$ cat src/rtl/alu_seq_pkg.sv
// Shared types and constants for the ALU sequencer: opcodes, widths, FSM states,
// result-buffer entry layout and the reference result used by the optional checker.
package alu_seq_pkg;

    localparam int OPND_W  = 8;
    localparam int RES_W   = 17;
    localparam int TAG_W   = 8;
    localparam int ENTRY_W = RES_W + TAG_W;

    localparam logic [1:0] OP_XOR    = 2'd0;
    localparam logic [1:0] OP_MULADD = 2'd1;
    localparam logic [1:0] OP_PASS_A = 2'd2;
    localparam logic [1:0] OP_PASS_B = 2'd3;

    typedef enum logic [1:0] {
        IDLE    = 2'd0,
        DRIVE   = 2'd1,
        CAPTURE = 2'd2
    } state_t;

    typedef struct packed {
        logic [RES_W-1:0] data;
        logic [TAG_W-1:0] tag;
    } res_entry_t;

    function automatic logic [RES_W-1:0] expected_result(
        input logic [1:0]        op,
        input logic [OPND_W-1:0] a,
        input logic [OPND_W-1:0] b
    );
        logic [RES_W-1:0] a_ext;
        logic [RES_W-1:0] b_ext;
        logic [RES_W-1:0] nb_ext;
        logic [RES_W-1:0] r;
        a_ext  = {{(RES_W-OPND_W){1'b0}}, a};
        b_ext  = {{(RES_W-OPND_W){1'b0}}, b};
        nb_ext = {{(RES_W-OPND_W){1'b0}}, ~b};
        case (op)
            OP_XOR:    r = a_ext ^ b_ext;
            // Max 255*255+255+255 = 65535, so 17 bits never overflow.
            OP_MULADD: r = a_ext * b_ext + a_ext + nb_ext;
            OP_PASS_A: r = a_ext;
            default:   r = b_ext;
        endcase
        return r;
    endfunction

endpackage

$ cat src/rtl/alu_sequencer_if.sv
// Command / ALU / result / status bundle of the ALU sequencer.
// slave is the sequencer side, master is the command source, ALU and result consumer.
interface alu_sequencer_if;

    logic                             i_cmd_valid;
    logic                             o_cmd_ready;
    logic [alu_seq_pkg::OPND_W-1:0]   i_cmd_a;
    logic [alu_seq_pkg::OPND_W-1:0]   i_cmd_b;
    logic [1:0]                       i_cmd_op;

    logic [alu_seq_pkg::OPND_W-1:0]   o_alu_a;
    logic [alu_seq_pkg::OPND_W-1:0]   o_alu_b;
    logic [1:0]                       o_alu_control;
    logic [alu_seq_pkg::RES_W-1:0]    i_alu_out;

    logic                             o_res_valid;
    logic                             i_res_ready;
    logic [alu_seq_pkg::RES_W-1:0]    o_res_data;
    logic [alu_seq_pkg::TAG_W-1:0]    o_res_tag;

    logic                             o_busy;
    logic                             o_mismatch;

    modport slave (
        input  i_cmd_valid, i_cmd_a, i_cmd_b, i_cmd_op, i_alu_out, i_res_ready,
        output o_cmd_ready, o_alu_a, o_alu_b, o_alu_control,
        output o_res_valid, o_res_data, o_res_tag, o_busy, o_mismatch
    );

    modport master (
        output i_cmd_valid, i_cmd_a, i_cmd_b, i_cmd_op, i_alu_out, i_res_ready,
        input  o_cmd_ready, o_alu_a, o_alu_b, o_alu_control,
        input  o_res_valid, o_res_data, o_res_tag, o_busy, o_mismatch
    );

endinterface

$ cat src/rtl/alu_seq_fifo.sv
// Result buffer: DEPTH-entry FIFO (power of two), head visible the cycle after push.
// Pops on empty are ignored; pushes on full are dropped; push+pop together keep the count.
module alu_seq_fifo #(
    parameter int WIDTH = 25,
    parameter int DEPTH = 2
) (
    input  logic             i_clk,
    input  logic             i_rst_n,
    input  logic             i_push,
    input  logic [WIDTH-1:0] i_push_dat,
    input  logic             i_pop,
    output logic [WIDTH-1:0] o_head_dat,
    output logic             o_vld,
    output logic             o_full
);

    localparam int PTR_W = $clog2(DEPTH);

    logic [WIDTH-1:0] mem_q [DEPTH];
    logic [PTR_W-1:0] wr_ptr_q;
    logic [PTR_W-1:0] rd_ptr_q;
    logic [PTR_W:0]   count_q;
    logic             push_en;
    logic             pop_en;

    assign o_vld      = (count_q != '0);
    assign o_full     = (count_q == (PTR_W+1)'(DEPTH));
    assign push_en    = i_push && !o_full;
    assign pop_en     = i_pop && o_vld;
    assign o_head_dat = mem_q[rd_ptr_q];

    // Storage is reset too so the head reads zero straight out of reset.
    always_ff @(posedge i_clk or negedge i_rst_n) begin
        if (!i_rst_n) begin
            for (int i = 0; i < DEPTH; i++) begin
                mem_q[i] <= '0;
            end
            wr_ptr_q <= '0;
            rd_ptr_q <= '0;
            count_q  <= '0;
        end else begin
            if (push_en) begin
                mem_q[wr_ptr_q] <= i_push_dat;
                wr_ptr_q        <= wr_ptr_q + PTR_W'(1);
            end
            if (pop_en) begin
                rd_ptr_q <= rd_ptr_q + PTR_W'(1);
            end
            case ({push_en, pop_en})
                2'b10:   count_q <= count_q + (PTR_W+1)'(1);
                2'b01:   count_q <= count_q - (PTR_W+1)'(1);
                default: count_q <= count_q;
            endcase
        end
    end

endmodule

$ cat src/rtl/alu_sequencer.sv
// Sequences one command at a time through an external ALU (IDLE->DRIVE->CAPTURE), accept-to-result 3 cycles;
// ready drops while busy or the result buffer is full. ALU_SEQ_CHECK_EN adds a sticky result checker.
module alu_sequencer
    import alu_seq_pkg::*;
#(
    parameter int FIFO_DEPTH = 2
) (
    input  logic           i_clk,
    input  logic           i_rst_n,
    alu_sequencer_if.slave bus
);

    state_t              state_q;
    state_t              state_d;
    logic [TAG_W-1:0]    tag_q;
    logic [TAG_W-1:0]    tag_d;
    logic [TAG_W-1:0]    fl_tag_q;
    logic [TAG_W-1:0]    fl_tag_d;
    logic [OPND_W-1:0]   alu_a_q;
    logic [OPND_W-1:0]   alu_a_d;
    logic [OPND_W-1:0]   alu_b_q;
    logic [OPND_W-1:0]   alu_b_d;
    logic [1:0]          alu_ctrl_q;
    logic [1:0]          alu_ctrl_d;
    logic                run_q;

    logic                accept;
    logic                push;
    logic                fifo_full;
    logic                fifo_vld;
    res_entry_t          push_dat;
    res_entry_t          head_dat;

    // run_q keeps ready low during reset and lets it rise on the first edge after release.
    assign bus.o_cmd_ready = run_q && (state_q == IDLE) && !fifo_full;
    assign accept          = bus.i_cmd_valid && bus.o_cmd_ready;

    always_comb begin
        state_d    = state_q;
        tag_d      = tag_q;
        fl_tag_d   = fl_tag_q;
        alu_a_d    = alu_a_q;
        alu_b_d    = alu_b_q;
        alu_ctrl_d = alu_ctrl_q;
        push       = 1'b0;
        case (state_q)
            IDLE: begin
                if (accept) begin
                    state_d    = DRIVE;
                    alu_a_d    = bus.i_cmd_a;
                    alu_b_d    = bus.i_cmd_b;
                    alu_ctrl_d = bus.i_cmd_op;
                    fl_tag_d   = tag_q;
                    tag_d      = tag_q + TAG_W'(1);
                end
            end
            DRIVE: begin
                state_d = CAPTURE;
            end
            CAPTURE: begin
                state_d = IDLE;
                push    = 1'b1;
            end
            default: begin
                state_d = IDLE;
            end
        endcase
    end

    always_ff @(posedge i_clk or negedge i_rst_n) begin
        if (!i_rst_n) begin
            state_q    <= IDLE;
            tag_q      <= '0;
            fl_tag_q   <= '0;
            alu_a_q    <= '0;
            alu_b_q    <= '0;
            alu_ctrl_q <= '0;
            run_q      <= 1'b0;
        end else begin
            state_q    <= state_d;
            tag_q      <= tag_d;
            fl_tag_q   <= fl_tag_d;
            alu_a_q    <= alu_a_d;
            alu_b_q    <= alu_b_d;
            alu_ctrl_q <= alu_ctrl_d;
            run_q      <= 1'b1;
        end
    end

    assign push_dat.data = bus.i_alu_out;
    assign push_dat.tag  = fl_tag_q;

    alu_seq_fifo #(
        .WIDTH (ENTRY_W),
        .DEPTH (FIFO_DEPTH)
    ) u_fifo (
        .i_clk      (i_clk),
        .i_rst_n    (i_rst_n),
        .i_push     (push),
        .i_push_dat (push_dat),
        .i_pop      (bus.i_res_ready),
        .o_head_dat (head_dat),
        .o_vld      (fifo_vld),
        .o_full     (fifo_full)
    );

    assign bus.o_alu_a       = alu_a_q;
    assign bus.o_alu_b       = alu_b_q;
    assign bus.o_alu_control = alu_ctrl_q;
    assign bus.o_res_valid   = fifo_vld;
    assign bus.o_res_data    = head_dat.data;
    assign bus.o_res_tag     = head_dat.tag;
    assign bus.o_busy        = (state_q != IDLE);

`ifdef ALU_SEQ_CHECK_EN
    logic mismatch_q;

    always_ff @(posedge i_clk or negedge i_rst_n) begin
        if (!i_rst_n) begin
            mismatch_q <= 1'b0;
        end else if ((state_q == CAPTURE) &&
                     (bus.i_alu_out != expected_result(alu_ctrl_q, alu_a_q, alu_b_q))) begin
            mismatch_q <= 1'b1;
        end
    end

    assign bus.o_mismatch = mismatch_q;
`else
    assign bus.o_mismatch = 1'b0;
`endif

endmodule

$ cat src/flat_wrapper.sv
// flat-port wrapper written by rule: the top's interface ports become plain ports
module alu_sequencer_flat import alu_seq_pkg::*;
#(
    parameter int FIFO_DEPTH = 2
)
  (i_clk, i_rst_n, bus_i_cmd_valid, bus_i_cmd_a, bus_i_cmd_b, bus_i_cmd_op, bus_i_alu_out, bus_i_res_ready, bus_o_cmd_ready, bus_o_alu_a, bus_o_alu_b, bus_o_alu_control, bus_o_res_valid, bus_o_res_data, bus_o_res_tag, bus_o_busy, bus_o_mismatch);
  alu_sequencer_if bus_i ();
  input  logic i_clk;
  input  logic i_rst_n;
  input wire logic [$bits(bus_i.i_cmd_valid)-1:0] bus_i_cmd_valid;
  input wire logic [$bits(bus_i.i_cmd_a)-1:0] bus_i_cmd_a;
  input wire logic [$bits(bus_i.i_cmd_b)-1:0] bus_i_cmd_b;
  input wire logic [$bits(bus_i.i_cmd_op)-1:0] bus_i_cmd_op;
  input wire logic [$bits(bus_i.i_alu_out)-1:0] bus_i_alu_out;
  input wire logic [$bits(bus_i.i_res_ready)-1:0] bus_i_res_ready;
  output wire logic [$bits(bus_i.o_cmd_ready)-1:0] bus_o_cmd_ready;
  output wire logic [$bits(bus_i.o_alu_a)-1:0] bus_o_alu_a;
  output wire logic [$bits(bus_i.o_alu_b)-1:0] bus_o_alu_b;
  output wire logic [$bits(bus_i.o_alu_control)-1:0] bus_o_alu_control;
  output wire logic [$bits(bus_i.o_res_valid)-1:0] bus_o_res_valid;
  output wire logic [$bits(bus_i.o_res_data)-1:0] bus_o_res_data;
  output wire logic [$bits(bus_i.o_res_tag)-1:0] bus_o_res_tag;
  output wire logic [$bits(bus_i.o_busy)-1:0] bus_o_busy;
  output wire logic [$bits(bus_i.o_mismatch)-1:0] bus_o_mismatch;
  assign bus_i.i_cmd_valid = bus_i_cmd_valid;
  assign bus_i.i_cmd_a = bus_i_cmd_a;
  assign bus_i.i_cmd_b = bus_i_cmd_b;
  assign bus_i.i_cmd_op = bus_i_cmd_op;
  assign bus_i.i_alu_out = bus_i_alu_out;
  assign bus_i.i_res_ready = bus_i_res_ready;
  assign bus_o_cmd_ready = bus_i.o_cmd_ready;
  assign bus_o_alu_a = bus_i.o_alu_a;
  assign bus_o_alu_b = bus_i.o_alu_b;
  assign bus_o_alu_control = bus_i.o_alu_control;
  assign bus_o_res_valid = bus_i.o_res_valid;
  assign bus_o_res_data = bus_i.o_res_data;
  assign bus_o_res_tag = bus_i.o_res_tag;
  assign bus_o_busy = bus_i.o_busy;
  assign bus_o_mismatch = bus_i.o_mismatch;
  alu_sequencer #(.FIFO_DEPTH(FIFO_DEPTH)) u_core (.i_clk(i_clk), .i_rst_n(i_rst_n), .bus(bus_i));
endmodule
$ cat config.mk
export PLATFORM = sky130hd
export DESIGN_NAME = alu_sequencer_flat
export DESIGN_NICKNAME = d
export VERILOG_FILES = /design/src/rtl/alu_seq_pkg.sv /design/src/rtl/alu_sequencer_if.sv /design/src/rtl/alu_seq_fifo.sv /design/src/rtl/alu_sequencer.sv /design/src/flat_wrapper.sv
export SDC_FILE = /design/constraint.sdc
export NUM_CORES = 1
export LEC_CHECK = 0
export ABC_CLOCK_PERIOD_IN_PS = 3550
export CAP_MARGIN = 20
export CORE_ASPECT_RATIO = 0.7
export CORE_MARGIN = 3
export CORE_UTILIZATION = 40
export CTS_CLUSTER_DIAMETER = 30
export CTS_CLUSTER_SIZE = 40
export DETAILED_ROUTE_END_ITERATION = 7
export GPL_TIMING_DRIVEN = 1
export PLACE_DENSITY = 0.75
export SETUP_SLACK_MARGIN = 0.4
export SLEW_MARGIN = 20
export SYNTH_ARGS = -nofsm -noshare
export SYNTH_HDL_FRONTEND = slang
export SYNTH_SLANG_ARGS = --single-unit
$ cat constraint.sdc
create_clock -name i_clk -period 3.55 [get_ports i_clk]
set_input_delay 0.5325 -clock i_clk [delete_from_list [all_inputs] [get_ports i_clk]]
set_output_delay 0.5325 -clock i_clk [all_outputs]
set_load 0.02 [all_outputs]
Word level (Yosys, flattened, before mapping) --
Index checks and enable logic that the tools add are counted.
Storage, ports and cells: register bits 91, output and inout port bits 47, logic and storage cells 50
Operators by class: add/sub/neg operators 5, $lt $le $gt $ge 3, equal/unequal tests 6, multiplexer cells 10, bitwise operators 2, reduce and logical (&&, ||, !) cells 12
Operators by type and width (count):
- two-way mux 25 bit | 4
- bitwise mux 50 bit | 1
- demux 25 bit (select 1 bit) | 1
- adder 8 x 1 -> 8 bit, second input constant | 1
- case mux 2 bit (2 select lines) | 2
- == test 2 bit, second input constant | 3
- logical AND 1 bit | 6
- nonzero test 2 bit | 3
- == test 2 x 1 -> 1 bit, second input constant | 2
- >= comparator 2 bit, second input constant | 2
- inverter 1 -> 2 bit | 2
- adder 1 bit, second input constant | 2
- adder 2 x 1 -> 2 bit, second input constant | 1
- zero test 2 bit | 1
- less-than comparator 2 x 1 -> 1 bit, second input constant | 1
- two-way mux 2 bit | 1
- inequality test 2 x 1 -> 1 bit, second input constant | 1
- AND reduction 2 bit | 1
- subtractor 2 x 1 -> 2 bit, second input constant | 1
- zero test 1 bit | 1
- two-way mux 1 bit | 1

Longest topological paths before layout --
depth after elaboration 6, mapped depth 6

By module --
From an unflattened synthesis, not the netlist that was laid out.
Second synthesis, totals: cell total of the unflattened synthesis 251, area total of the unflattened synthesis 3871.2 µm²
Modules (own cells, without submodules):
- alu_seq_fifo | times used 1, cells each 151, area each 2373.5 µm², sequential area each 1351.3 µm²
- alu_sequencer | times used 1, cells each 100, area each 1497.7 µm², sequential area each 925.9 µm²

Least setup slack after synthesis --
No wires, ideal clock.
kind flip-flop to output port, start point reg u_core.u_fifo.rd_ptr_q, end point out bus_o_res_data[10], data arrival time 1.224 ns, slack 1.793 ns, stages on the path, launching flop included 4, path through dfrtp_1 > clkbuf_1 > buf_2 > mux2_2
On the way: word-level cells in the longest chain between the ends 4
Ends and longest elaborated chain:
- start, declared | line alu_seq_fifo.sv:21 | logic [PTR_W-1:0] rd_ptr_q;
- start signal, assigned | line alu_seq_fifo.sv:47 | rd_ptr_q <= rd_ptr_q + PTR_W'(1);
- inverter 1 -> 2 bit (not written as such) | line alu_seq_fifo.sv:30 | assign o_head_dat = mem_q[rd_ptr_q];
- two-way mux 25 bit (not written as such) (3 in series) | line alu_seq_fifo.sv:30
- end, declared | line flat_wrapper.sv:21 | output wire logic [$bits(bus_i.o_res_data)-1:0] bus_o_res_data;
Every way passes these cells. The select of a mux whose other input is x is not followed.

Final worst setup path --
start point reg u_core.u_fifo.rd_ptr_q, end point out bus_o_res_data[6]
The elaborated chain is that of the path after synthesis.

==> impl_metrics.tcl <==
set metrics [dict create \
    post-route-util_pct 55.2 \
    cts_tree "done" \
    io_pins 86 \
    dp.cells 442 \
    route.vias.total 2178 \
    crit_path_start_kind "flip-flop" \
    htree_levels 3 \
    insertion_delay_ps 330 \
    synth_top_area_share_pct 56.9 \
    seq_area_frac_synth_pct 56.9 \
    ys_seq_elements 91 \
    grt.overflow.total 0 \
    ant_nets 0 \
    hold_path.class "in2async" \
    synth_cell_types 30 \
    drt_iter0_markers 73 \
    fmax_mhz 345 \
    synth_warnings 0 \
    drtPass1Iterations 3 \
    criticalPathCategory "reg2out" \
    vias_per_cell 4.76 \
    cts_resized 0 \
    hold_viol 0 \
    drive_gt1_share_pct 37.4 \
    final_nets 370 \
    portBuffers 84 \
    cap_violations 0 \
    start_util_pct 42.6 \
    place_congestion 0.708 \
    p_per_area_nw_per_um2 910 \
    die_h_um 89.7 \
    syn_area_per_cell_um2 16.5 \
    reg2reg_slack_ps 1660 \
    root_buffer "clkbuf_16" \
    fin_crit_ps 2900 \
    yosysTopAreaCell "dfrtp_1" \
    finalClockSkew_ps 6.97 \
    cts_setup_buffers 0 \
    setup_viol 0 \
    grt_pass1_wl_um 12400 \
    tightest_slew_ps 854 \
    dp_hpwl_um 4920 \
    avgRoutedWirePerCell_um 15.9 \
    path_max_fanout 14 \
    antenna_found_initial 0 \
    rows 29 \
    reg2reg_to "u_core.u_fifo.mem_q[47]" \
    die_w_um 126 \
    netlist_instances 243 \
    outcome "finished clean" \
    antenna_cells 0 \
    cts_hold_buf 0 \
    setup-tns-final_ps 0 \
    slew_headroom_pct 43.1 \
    cts.clk_slew.worst_paths_ps 60 \
    reg2reg_from "u_core.u_fifo.count_q[0]" \
    fin_cells 458 \
    slew_violations 0 \
    grtUsageTotal_pct 14.2 \
    rsz0062_at_grt "false" \
    finalCritPeriodShare_pct 81.6 \
    final_cell_mix "dfrtp_1 (91), clkdlybuf4s50_1 (83), mux2_2 (71), mux2_4 (23), clkbuf_16 (9)" \
    grt_pass1_vias 2371 \
    grt_max_degree 71 \
    end_kind "output pin" \
    r2r_cells 4 \
    power.leakage_nw 2.31 \
    final_common_cell "dfrtp_1" \
    cts_buffers 9 \
    drc 0 \
    core_um2 9400 \
    arrival_ps 2360 \
    synthTopCellsByArea "dfrtp_1 (57%), mux2_2 (20%), mux2_4 (8.6%)" \
    wl_um 7280 \
    areaGrowthSynthToFinish_pct 29.6 \
    critical_path_required_ps 3020 \
    clock_path_buffers 2 \
    fp.dieArea_um2 11300 \
    clock-sinks 91 \
    synth_area_um2 4000 \
    vdd_drop_max_mv 0.555 \
    synth_nets 284 \
]
[per-stage QoR]
step	power, mW	setup WS [ps]	hold WS (ps)	cell area (µm²)
2_1_floorplan	3.04	1790	237	4000
3_3_place_gp	3.78	1080	467	4890
3_5_place_dp	3.84	1010	475	4890
4_1_cts	4.79	631	341	5180
5_1_grt	5.02	579	374	5180
6_report	4.72	654	305	5180
[Yosys cell counts, drive strengths merged]
cell type,instances
and4,1
clkbuf,1
nand2,2
dfrtp,91
nand4,2
nor2,3
nand3b,1
conb,2
inv,2
ha,2
buf,11
or2,1
nand2b,1
and2,2
nand3,2
and3,3
nor2b,1
mux2,102
xor2,4
xnor2,8
nand4b,1
[registers in the layout, indices dropped and copies added (netlist names)]
register and flops:
u_core.u_fifo.mem_q 50, u_core.run_q 1, u_core.u_fifo.rd_ptr_q 1, u_core.u_fifo.count_q 2, u_core.u_fifo.wr_ptr_q 1, u_core.bus.o_alu_b 8
u_core.state_q 2, u_core.tag_q 8, u_core.fl_tag_q 8, u_core.bus.o_alu_control 2, u_core.bus.o_alu_a 8
[critical path, stage by stage, from the launching register on]
cell	delay, ps
dfrtp_1	760
buf_4	350
mux2_2	370
clkdlybuf4s50_1	550
[routing by layer]
metal / vias to the layer above / GRT usage, % / part of all wire [%]
li1: 1020 / - / -
met1: 1096 / 19.0 / 48
met2: 52 / 21.8 / 45
met3: 10 / 5.67 / 6.0
met4: 0 / 3.84 / 1.1
met5: - / 0 / 0
[where the power goes]
| part | total (mW) | switching, mW | internal, mW |
|---|---|---|---|
| Combinational | 2.03 | 0.846 | 1.18 |
| Sequential | 1.78 | 0.309 | 1.47 |
| Clock | 0.913 | 0.363 | 0.550 |
[kinds of logic after synthesis]
group	Yosys count	share of synthesized area (%)
XOR/XNOR	12	3.00
adder cells (fa/ha/maj)	2	0.625
buffers and inverters	14	3.28
flip-flops	91	56.9
multiplexers	102	30.9
other	2	0.188
AND/OR/NAND/NOR	20	5.10
[area by class of cell]
cell class                 instances  area, µm²
timing repair buffer              87        861
multi-input combinational        138       1590
sequential                        91       2280
fill                             795       4210
inverter                           2       7.51
clock buffer                      15        288
clock inverter                     1       5.00
tap                              124        155
[worst max-delay path by stage]
stage | to | start | slack [ps] | cells past startpoint
floorplan | bus_o_res_data[10] | u_core.u_fifo.rd_ptr_q | 1790 | 3
global placement | bus_o_res_data[9] | u_core.u_fifo.rd_ptr_q | 1080 | 3
detailed placement | bus_o_res_data[6] | u_core.u_fifo.rd_ptr_q | 1010 | 3
CTS | bus_o_res_data[6] | u_core.u_fifo.rd_ptr_q | 630 | 3
global route | bus_o_res_data[12] | u_core.u_fifo.rd_ptr_q | 580 | 3
finish | bus_o_res_data[6] | u_core.u_fifo.rd_ptr_q | 650 | 3
(Power assumes the default switching activity.)
==> patch: new RTL, same settings <==
`TAG_W`: 8 -> 10.
--- a/src/rtl/alu_seq_pkg.sv
+++ b/src/rtl/alu_seq_pkg.sv
@@ -5,5 +5,5 @@
     localparam int OPND_W  = 8;
     localparam int RES_W   = 17;
-    localparam int TAG_W   = 8;
+    localparam int TAG_W   = 10;
     localparam int ENTRY_W = RES_W + TAG_W;
 
Interface: changed (resized bus_o_res_tag); port bits go from 86 to 88. No check against the original RTL was run, so the function may have changed too.
==> patch against the original RTL <==
  * Cell count up 6.6%
  * Total power up 4.3%
  * Sequential share of layout area up 1.2 points
  * Register-to-register slack worse by 470 ps
  * Worst setup slack better by 170 ps
  * Sequential cell count up 8
  * Via count up 9.6%
  * Routed wire length up 12%
  * Final area up 6.0%
  * Area after synthesis up 4.7%
==> patch: results <==
run_status:
  status: "completed"
sta:
  holdWs_ps: 207
  worstMarginPinSlew_ps: 882
worst_setup_path:
  ff2ff_setup_slack_ps: 1190
  reg2reg_from: "u_core.u_fifo.count_q[1]"
  cp_max_fo: 21
  ff2ff_path_depth: 5
yosys:
  syn_area_per_cell_um2: 15.8
  syn_nets: 306
  ys_types: 27
  yosysSeqAreaShare_pct: 59.2
  synth_commonest_cells: "dfrtp_1, mux2_2, mux2_4, xnor2_1, buf_6"
final_layout:
  final_cell_count_no_fill: 488
  drive_above_1_share_pct: 38.3
  nets: 396
  top_regs: "u_core.u_fifo.mem_q (54), u_core.fl_tag_q (10), u_core.tag_q (10)"
placement:
  placedCellCount: 472
  dp_hpwl_um: 5640
  io_buffers: 86
  place.gp.congestion: 0.734
grt:
  grt_pass1_vias: 2634
  grt_pass1_wl_um: 13900
  grt_max_degree: 50
  track_usage_pct: 15.1
route:
  drt_iter0_drc: 93
  post_drt_wl_per_cell_um: 16.7
  dr.pass1.iters: 4
  vias: 2386
power:
  peakVddDrop_uv: 444
  internal_power_mw: 3.38
  p_leak_nw: 2.45
clocking:
  ctsHtreeMaxLevel: 3
## patch: routing by layer
metal,up-vias,track usage [%],wire length [um]
met5,-,0,0
met4,0,2.65,39
met3,3,5.94,471
met2,56,23.1,3800
met1,1224,20.8,3840
li1,1103,-,-
## patch: layout make-up
class / instances / area (um^2)
well taps: 128 / 160
clock inverters: 4 / 72.6
fillers: 819 / 4450
flip-flops and latches: 99 / 2480
inverters: 1 / 3.75
multi-input cells: 151 / 1610
clock buffers: 12 / 256
repair buffers: 93 / 911
## patch: logic make-up after synthesis
group	Yosys count	synth area share (%)
xor gates and xnor gates	14	2.93
adders and majority gates	2	0.597
other	2	0.179
buffers and inverters	15	2.45
muxes	110	31.4
and+or+nand+nor	23	3.32
DFF	99	59.2
## patch: power by group through the flow
stage	logic [mW]	clock network [mW]	registers, mW
4_1_cts	2.07	1.08	1.83
6_report	2.04	1.05	1.83
3_5_place_dp	2.06	0	1.85
2_1_floorplan	1.16	0	1.89
5_1_grt	2.17	1.14	1.89
3_3_place_gp	2.01	0	1.82
## patch: critical path, stage by stage (launching register included)
cell and delay [ps]:
dfrtp_1 530, buf_4 380, mux2_2 380, clkdlybuf4s50_1 550
## patch: how the worst max path moves through the flow
| stage | start | endpoint | slack (ps) | depth (start not counted) |
|---|---|---|---|---|
| after floorplan | u_core.state_q[1] | u_core.bus.o_alu_a[1] | 1560 | 5 |
| after global placement | u_core.u_fifo.rd_ptr_q | bus_o_res_data[1] | 1200 | 3 |
| after detailed placement | u_core.u_fifo.rd_ptr_q | bus_o_res_data[2] | 1180 | 3 |
| after CTS | u_core.u_fifo.rd_ptr_q | bus_o_res_data[2] | 800 | 3 |
| after global routing | u_core.u_fifo.rd_ptr_q | bus_o_res_data[2] | 710 | 3 |
| final | u_core.u_fifo.rd_ptr_q | bus_o_res_data[2] | 820 | 3 |
